### src/rtl/mem_access_ctrl_pkg.sv
// Shared encodings for the load/store sequencer: access sizes, load-extension ops,
// sequencer states and the alignment rule.
package mem_access_ctrl_pkg;

    localparam logic [1:0] MEM_SIZE_B = 2'd0;
    localparam logic [1:0] MEM_SIZE_H = 2'd1;
    localparam logic [1:0] MEM_SIZE_W = 2'd2;

    localparam logic [2:0] RAM_EXT_W  = 3'd0;
    localparam logic [2:0] RAM_EXT_B  = 3'd1;
    localparam logic [2:0] RAM_EXT_BU = 3'd2;
    localparam logic [2:0] RAM_EXT_H  = 3'd3;
    localparam logic [2:0] RAM_EXT_HU = 3'd4;

    typedef enum logic [2:0] {
        MAC_IDLE  = 3'd0,
        MAC_REQ   = 3'd1,
        MAC_WAIT  = 3'd2,
        MAC_DONE  = 3'd3,
        MAC_ABORT = 3'd4
    } mac_state_e;

    // Sizes outside B/H are checked as words.
    function automatic logic misaligned(input logic [1:0] size, input logic [1:0] off);
        logic bad;
        case (size)
            MEM_SIZE_B: bad = 1'b0;
            MEM_SIZE_H: bad = off[0];
            default:    bad = (off != 2'b00);
        endcase
        return bad;
    endfunction

endpackage

### src/rtl/mem_access_ctrl_ram_ext.sv
// Load extension: selects the addressed byte/half of a bus word and sign- or
// zero-extends it to 32 bits.
module mem_access_ctrl_ram_ext
    import mem_access_ctrl_pkg::*;
(
    input  logic [31:0] din_i,
    input  logic [1:0]  byte_offset_i,
    input  logic [2:0]  ext_op_i,
    output logic [31:0] dout_o
);

    logic [7:0]  byte_sel;
    logic [15:0] half_sel;

    always_comb begin
        byte_sel = din_i[{byte_offset_i, 3'b000} +: 8];
        half_sel = byte_offset_i[1] ? din_i[31:16] : din_i[15:0];
        case (ext_op_i)
            RAM_EXT_B:  dout_o = {{24{byte_sel[7]}}, byte_sel};
            RAM_EXT_BU: dout_o = {24'd0, byte_sel};
            RAM_EXT_H:  dout_o = {{16{half_sel[15]}}, half_sel};
            RAM_EXT_HU: dout_o = {16'd0, half_sel};
            default:    dout_o = din_i;
        endcase
    end

endmodule

### src/rtl/mem_access_ctrl.sv
// Load/store sequencer between the MEM stage and an SRAM-like req/addr_ok/data_ok bus:
// one access in flight, alignment trap, store lane steering, load extension.
module mem_access_ctrl
    import mem_access_ctrl_pkg::*;
#(
    parameter int ADDR_W = 32
) (
    input  logic              cpu_clk,
    input  logic              cpu_rst,
    input  logic              flush,
    input  logic              in_valid,
    output logic              in_ready,
    input  logic              in_we,
    input  logic [1:0]        in_size,
    input  logic [2:0]        in_ext_op,
    input  logic [ADDR_W-1:0] in_addr,
    input  logic [31:0]       in_wdata,
    output logic              out_valid,
    input  logic              out_ready,
    output logic [31:0]       out_rdata,
    output logic              out_ale,
    output logic [ADDR_W-1:0] out_badv,
    output logic              data_req,
    output logic              data_wr,
    output logic [1:0]        data_size,
    output logic [ADDR_W-1:0] data_addr,
    output logic [3:0]        data_wstrb,
    output logic [31:0]       data_wdata,
    input  logic              data_addr_ok,
    input  logic              data_data_ok,
    input  logic [31:0]       data_rdata
);

    mac_state_e        state_q, state_d;
    logic              we_q, we_d;
    logic [1:0]        size_q, size_d;
    logic [2:0]        ext_q, ext_d;
    logic [ADDR_W-1:0] addr_q, addr_d;
    logic [31:0]       wdata_q, wdata_d;
    logic [31:0]       rdata_q, rdata_d;
    logic              ale_q, ale_d;
    logic [ADDR_W-1:0] badv_q, badv_d;

    logic [31:0]       ext_dout;
    logic [3:0]        strb;
    logic [31:0]       lane_wdata;
    logic              in_req;

    mem_access_ctrl_ram_ext u_ram_ext (
        .din_i         (data_rdata),
        .byte_offset_i (addr_q[1:0]),
        .ext_op_i      (ext_q),
        .dout_o        (ext_dout)
    );

    always_ff @(posedge cpu_clk) begin
        if (cpu_rst) begin
            state_q <= MAC_IDLE;
            we_q    <= 1'b0;
            size_q  <= 2'd0;
            ext_q   <= 3'd0;
            addr_q  <= '0;
            wdata_q <= 32'd0;
            rdata_q <= 32'd0;
            ale_q   <= 1'b0;
            badv_q  <= '0;
        end else begin
            state_q <= state_d;
            we_q    <= we_d;
            size_q  <= size_d;
            ext_q   <= ext_d;
            addr_q  <= addr_d;
            wdata_q <= wdata_d;
            rdata_q <= rdata_d;
            ale_q   <= ale_d;
            badv_q  <= badv_d;
        end
    end

    always_comb begin
        state_d = state_q;
        we_d    = we_q;
        size_d  = size_q;
        ext_d   = ext_q;
        addr_d  = addr_q;
        wdata_d = wdata_q;
        rdata_d = rdata_q;
        ale_d   = ale_q;
        badv_d  = badv_q;
        case (state_q)
            MAC_IDLE: begin
                // A flush in the accept cycle kills the offered access as well.
                if (in_valid && !flush) begin
                    we_d    = in_we;
                    size_d  = in_size;
                    ext_d   = in_ext_op;
                    addr_d  = in_addr;
                    wdata_d = in_wdata;
                    rdata_d = 32'd0;
                    if (misaligned(in_size, in_addr[1:0])) begin
                        ale_d   = 1'b1;
                        badv_d  = in_addr;
                        state_d = MAC_DONE;
                    end else begin
                        ale_d   = 1'b0;
                        badv_d  = '0;
                        state_d = MAC_REQ;
                    end
                end
            end
            MAC_REQ: begin
                // Address already taken by the bus: its response must still be drained.
                if (flush) state_d = data_addr_ok ? MAC_ABORT : MAC_IDLE;
                else if (data_addr_ok) state_d = MAC_WAIT;
            end
            MAC_WAIT: begin
                if (flush) begin
                    state_d = MAC_ABORT;
                end else if (data_data_ok) begin
                    state_d = MAC_DONE;
                    if (!we_q) rdata_d = ext_dout;
                end
            end
            MAC_ABORT: begin
                if (data_data_ok) state_d = MAC_IDLE;
            end
            MAC_DONE: begin
                if (flush || out_ready) state_d = MAC_IDLE;
            end
            default: state_d = MAC_IDLE;
        endcase
    end

    always_comb begin
        case (size_q)
            MEM_SIZE_B: begin
                strb       = 4'b0001 << addr_q[1:0];
                lane_wdata = {4{wdata_q[7:0]}};
            end
            MEM_SIZE_H: begin
                strb       = 4'b0011 << addr_q[1:0];
                lane_wdata = {2{wdata_q[15:0]}};
            end
            default: begin
                strb       = 4'b1111;
                lane_wdata = wdata_q;
            end
        endcase
    end

    assign in_req     = (state_q == MAC_REQ);
    assign in_ready   = (state_q == MAC_IDLE);
    assign out_valid  = (state_q == MAC_DONE);
    assign out_rdata  = rdata_q;
    assign out_ale    = ale_q;
    assign out_badv   = badv_q;
    assign data_req   = in_req;
    assign data_wr    = in_req & we_q;
    assign data_size  = in_req ? size_q : 2'd0;
    assign data_addr  = in_req ? addr_q : '0;
    assign data_wstrb = (in_req && we_q) ? strb : 4'd0;
    assign data_wdata = (in_req && we_q) ? lane_wdata : 32'd0;

endmodule

### config.mk
export PLATFORM = sky130hd
export DESIGN_NAME = mem_access_ctrl
export DESIGN_NICKNAME = d
export VERILOG_FILES = /design/src/rtl/mem_access_ctrl_pkg.sv /design/src/rtl/mem_access_ctrl_ram_ext.sv /design/src/rtl/mem_access_ctrl.sv
export SDC_FILE = /design/constraint.sdc
export NUM_CORES = 1
export LEC_CHECK = 0
export BUFFER_PORTS_ARGS = -buffer_cell sky130_fd_sc_hd__buf_2
export CAP_MARGIN = 20
export CELL_PAD_IN_SITES_DETAIL_PLACEMENT = 1
export CELL_PAD_IN_SITES_GLOBAL_PLACEMENT = 2
export CORE_MARGIN = 5
export CORE_UTILIZATION = 29
export DETAILED_ROUTE_END_ITERATION = 10
export GPL_ROUTABILITY_DRIVEN = 1
export PLACE_DENSITY = 0.94
export SYNTH_ARGS = -nofsm -noshare
export SYNTH_HDL_FRONTEND = slang
export SYNTH_HIERARCHICAL = 1
export SYNTH_SLANG_ARGS = --single-unit
### constraint.sdc
create_clock -name cpu_clk -period 3.97 [get_ports cpu_clk]
set_input_delay 0.5955 -clock cpu_clk [delete_from_list [all_inputs] [get_ports cpu_clk]]
set_output_delay 0.5955 -clock cpu_clk [all_outputs]
set_load 0.005 [all_outputs]
==> out/metrics.cfg <==
[clock_tree]
cts_buffer_depth=2
ctsResizeCount=0
cts_made_buffers=17
cts_tree=done
cts_htree_levels=4
post_cts_buffers=0
holdBufCountCts=0
path_clk_slew_ns=0.07
cts_sinks=138
clk_latency_ns=0.42
root_buffer=clkbuf_16

[setup_path]
critical-path-slowest-cell=dfxtp_1
cp.arrival_ns=2.17
crit_buf_inv=2
crit_family=simple AND/OR/NAND/NOR gates
critPathLaunchType=flop
crit_required_ns=3.37
cp_max_fo=15
timing.rr.start=addr_q[1]$_SDFFE_PP0P_
cp-end-kind=output port
crit_chain=nor2_2 -> nand3_1 -> inv_1 -> and2_1 -> buf_2
cpPeakStageDelay_ns=0.62
crit_start=state_q[1]$_SDFFE_PP0P_
crit_type=reg2out

[routing]
post_drt_via_cell_ratio=4.99
drcViolationCount=0
ant_nets=0
vias=6858
post_drt_wl_per_cell_um=17.6
drt_pre_antenna_iters=4
drtIter0Drc=391
wl_um=24200

[synthesis]
yosysMostFrequentCell=nand2_1
synth-edff-count=0
synth_top_area_share=0.411
syn_avg_cell_area_um2=7.77
synth_area_um2=6720
synth_nets=974
synth-seq-cells=138
netlist_instances=865
synth_common_cells=205 x nand2_1, 138 x dfxtp_1, 102 x a21oi_1
ys_warn_count=6
yosysTopAreaCell=dfxtp_1
yosysSeqAreaShare=0.411
ys.flop_type=dfxtp_1
async_reset_ff_frac=0
synthTopCellsByArea=dfxtp_1 41%, nand2_1 11%, a21oi_1 7.6%, nand3b_1 3.8%, nor2_1 3.7%
ys_types=50

[floorplan]
num_rows=55
ioPinCount=248
fp.dieH_um=162
die_area_um2=26300
start_util=0.296
core_um2=22700
die_w_um=162

[sta]
setup_viol=0
fmax_ghz=0.361
rsz0062_at_grt=false
setup_tns_ns=0
timing.hold.ws_ns=0.409
min_period_ns=2.77
fin_crit_sh=0.697
slew_violations=0
relSlewSlack=0.302
worstMarginPinSlew_ns=1.05
fin_worst_skew_ns=0.0116
hold_viol=0

[place]
gp_congestion=0.817
dp_hpwl_um=17100
io_buffers=247

[layout]
area_growth_pct=29.0
utilization=0.382
final_net_count=1176
drive_gt1_frac=0.283

[global_routing]
track_usage=0.175
grt_max_degree=82
grt_antenna_before_repair=4
globalRoute.totalOverflow=0
first_global_vias=6862
grt_pass1_wl_um=37500

[power_and_ir_drop]
power_density_nw_per_um2=511
total_power_mw=4.43
p_leak_nw=3.84
vdd_drop_max_mv=0.286

[worst_hold_path]
hp-start=in_wdata[25]
hold_path.class=in2reg

[outcome]
status=completed

[run]
max_cap_violations=0

==> metal layers <==
metal / up-vias / global-route usage / wire, µm
met5: - / 0 / 0
met4: 0 / 0.0573 / 369
met3: 20 / 0.0492 / 1280
met2: 157 / 0.294 / 11900
met1: 3282 / 0.217 / 10600
li1: 3399 / - / -
==> report_power, final <==
part           switching (mW)  total, mW  internal, mW
combinational           0.725       1.13         0.405
sequential              0.132       1.65          1.52
clock                   0.738       1.65         0.914
total                    1.59       4.43          2.84
==> registers in the layout, indices dropped and copies added (netlist names) <==
signal / flops
we_q: 1
out_badv: 32
size_q: 2
wdata_q: 32
ext_q: 3
out_rdata: 32
out_ale: 1
state_q: 3
addr_q: 32
==> kinds of logic (layout without fill, tap and decap cells) <==
logic type,count (synthesis),count (layout),synth area share
buffers and inverters,84,299,0.0650
multiplexers,23,23,0.0365
XOR/XNOR,2,2,0.00261
flip-flops,138,138,0.411
other,0,8,0
AND/OR/NAND/NOR,376,376,0.257
AO/OA/AOI/OAI,242,242,0.228
==> tightest hold or removal path: stages <==
cell and delay (ns):
buf_2 0.10, nand2_1 0.05, a21oi_1 0.05
==> through the flow <==
stage / cell area (µm²) / std cells / worst slack, ns
2_1_floorplan: 6720 / 865 / 2.14
3_3_place_gp: 8020 / 1332 / 1.45
5_1_grt: 8660 / 1369 / 0.960
3_5_place_dp: 8030 / 1333 / 1.46
4_1_cts: 8650 / 1365 / 1.14
6_report: 8670 / 1373 / 1.20
==> placed cells by master (no fill, tap or decap), types with 3 or more instances in the layout <==
cell / count
inv_1: 6
o22ai_1: 8
nor2b_1: 4
buf_2: 246
a21o_1: 17
o21ai_1: 32
nor2_1: 67
a22oi_1: 30
nand3b_1: 34
o21ai_0: 14
clkbuf_16: 17
mux2i_1: 20
and3_1: 34
nand2_1: 204
nand2b_1: 3
a221o_1: 7
nor3_1: 3
inv_8: 6
dfxtp_1: 138
diode_2: 8
buf_4: 15
clkinv_8: 4
a211o_1: 9
a21oi_1: 102
and2_1: 11
a32oi_1: 8
==> final cells by class <==
| class | count | area (µm²) |
|---|---|---|
| Fill cell | 2830 | 14000 |
| Multi-Input combinational cell | 643 | 3540 |
| Sequential cell | 138 | 2760 |
| Timing Repair Buffer | 261 | 1340 |
| Clock buffer | 17 | 425 |
| Tap cell | 285 | 357 |
| Clock inverter | 15 | 196 |
| Inverter | 6 | 22.5 |
| Antenna cell | 8 | 20.0 |
==> path summary, 6_finish.rpt <==
kind | end | slack [ns] | cells after the start
min | wdata_q[25]$_SDFFE_PP0P_ | 0.41 | 3
max reg2reg | out_rdata[31]$_SDFFE_PP0P_ | 1.46 | 7
min reg2reg | addr_q[17]$_SDFFE_PP0P_ | 0.45 | 2
max | data_wdata[7] | 1.20 | 5
Power figures use the tool's default switching activity.
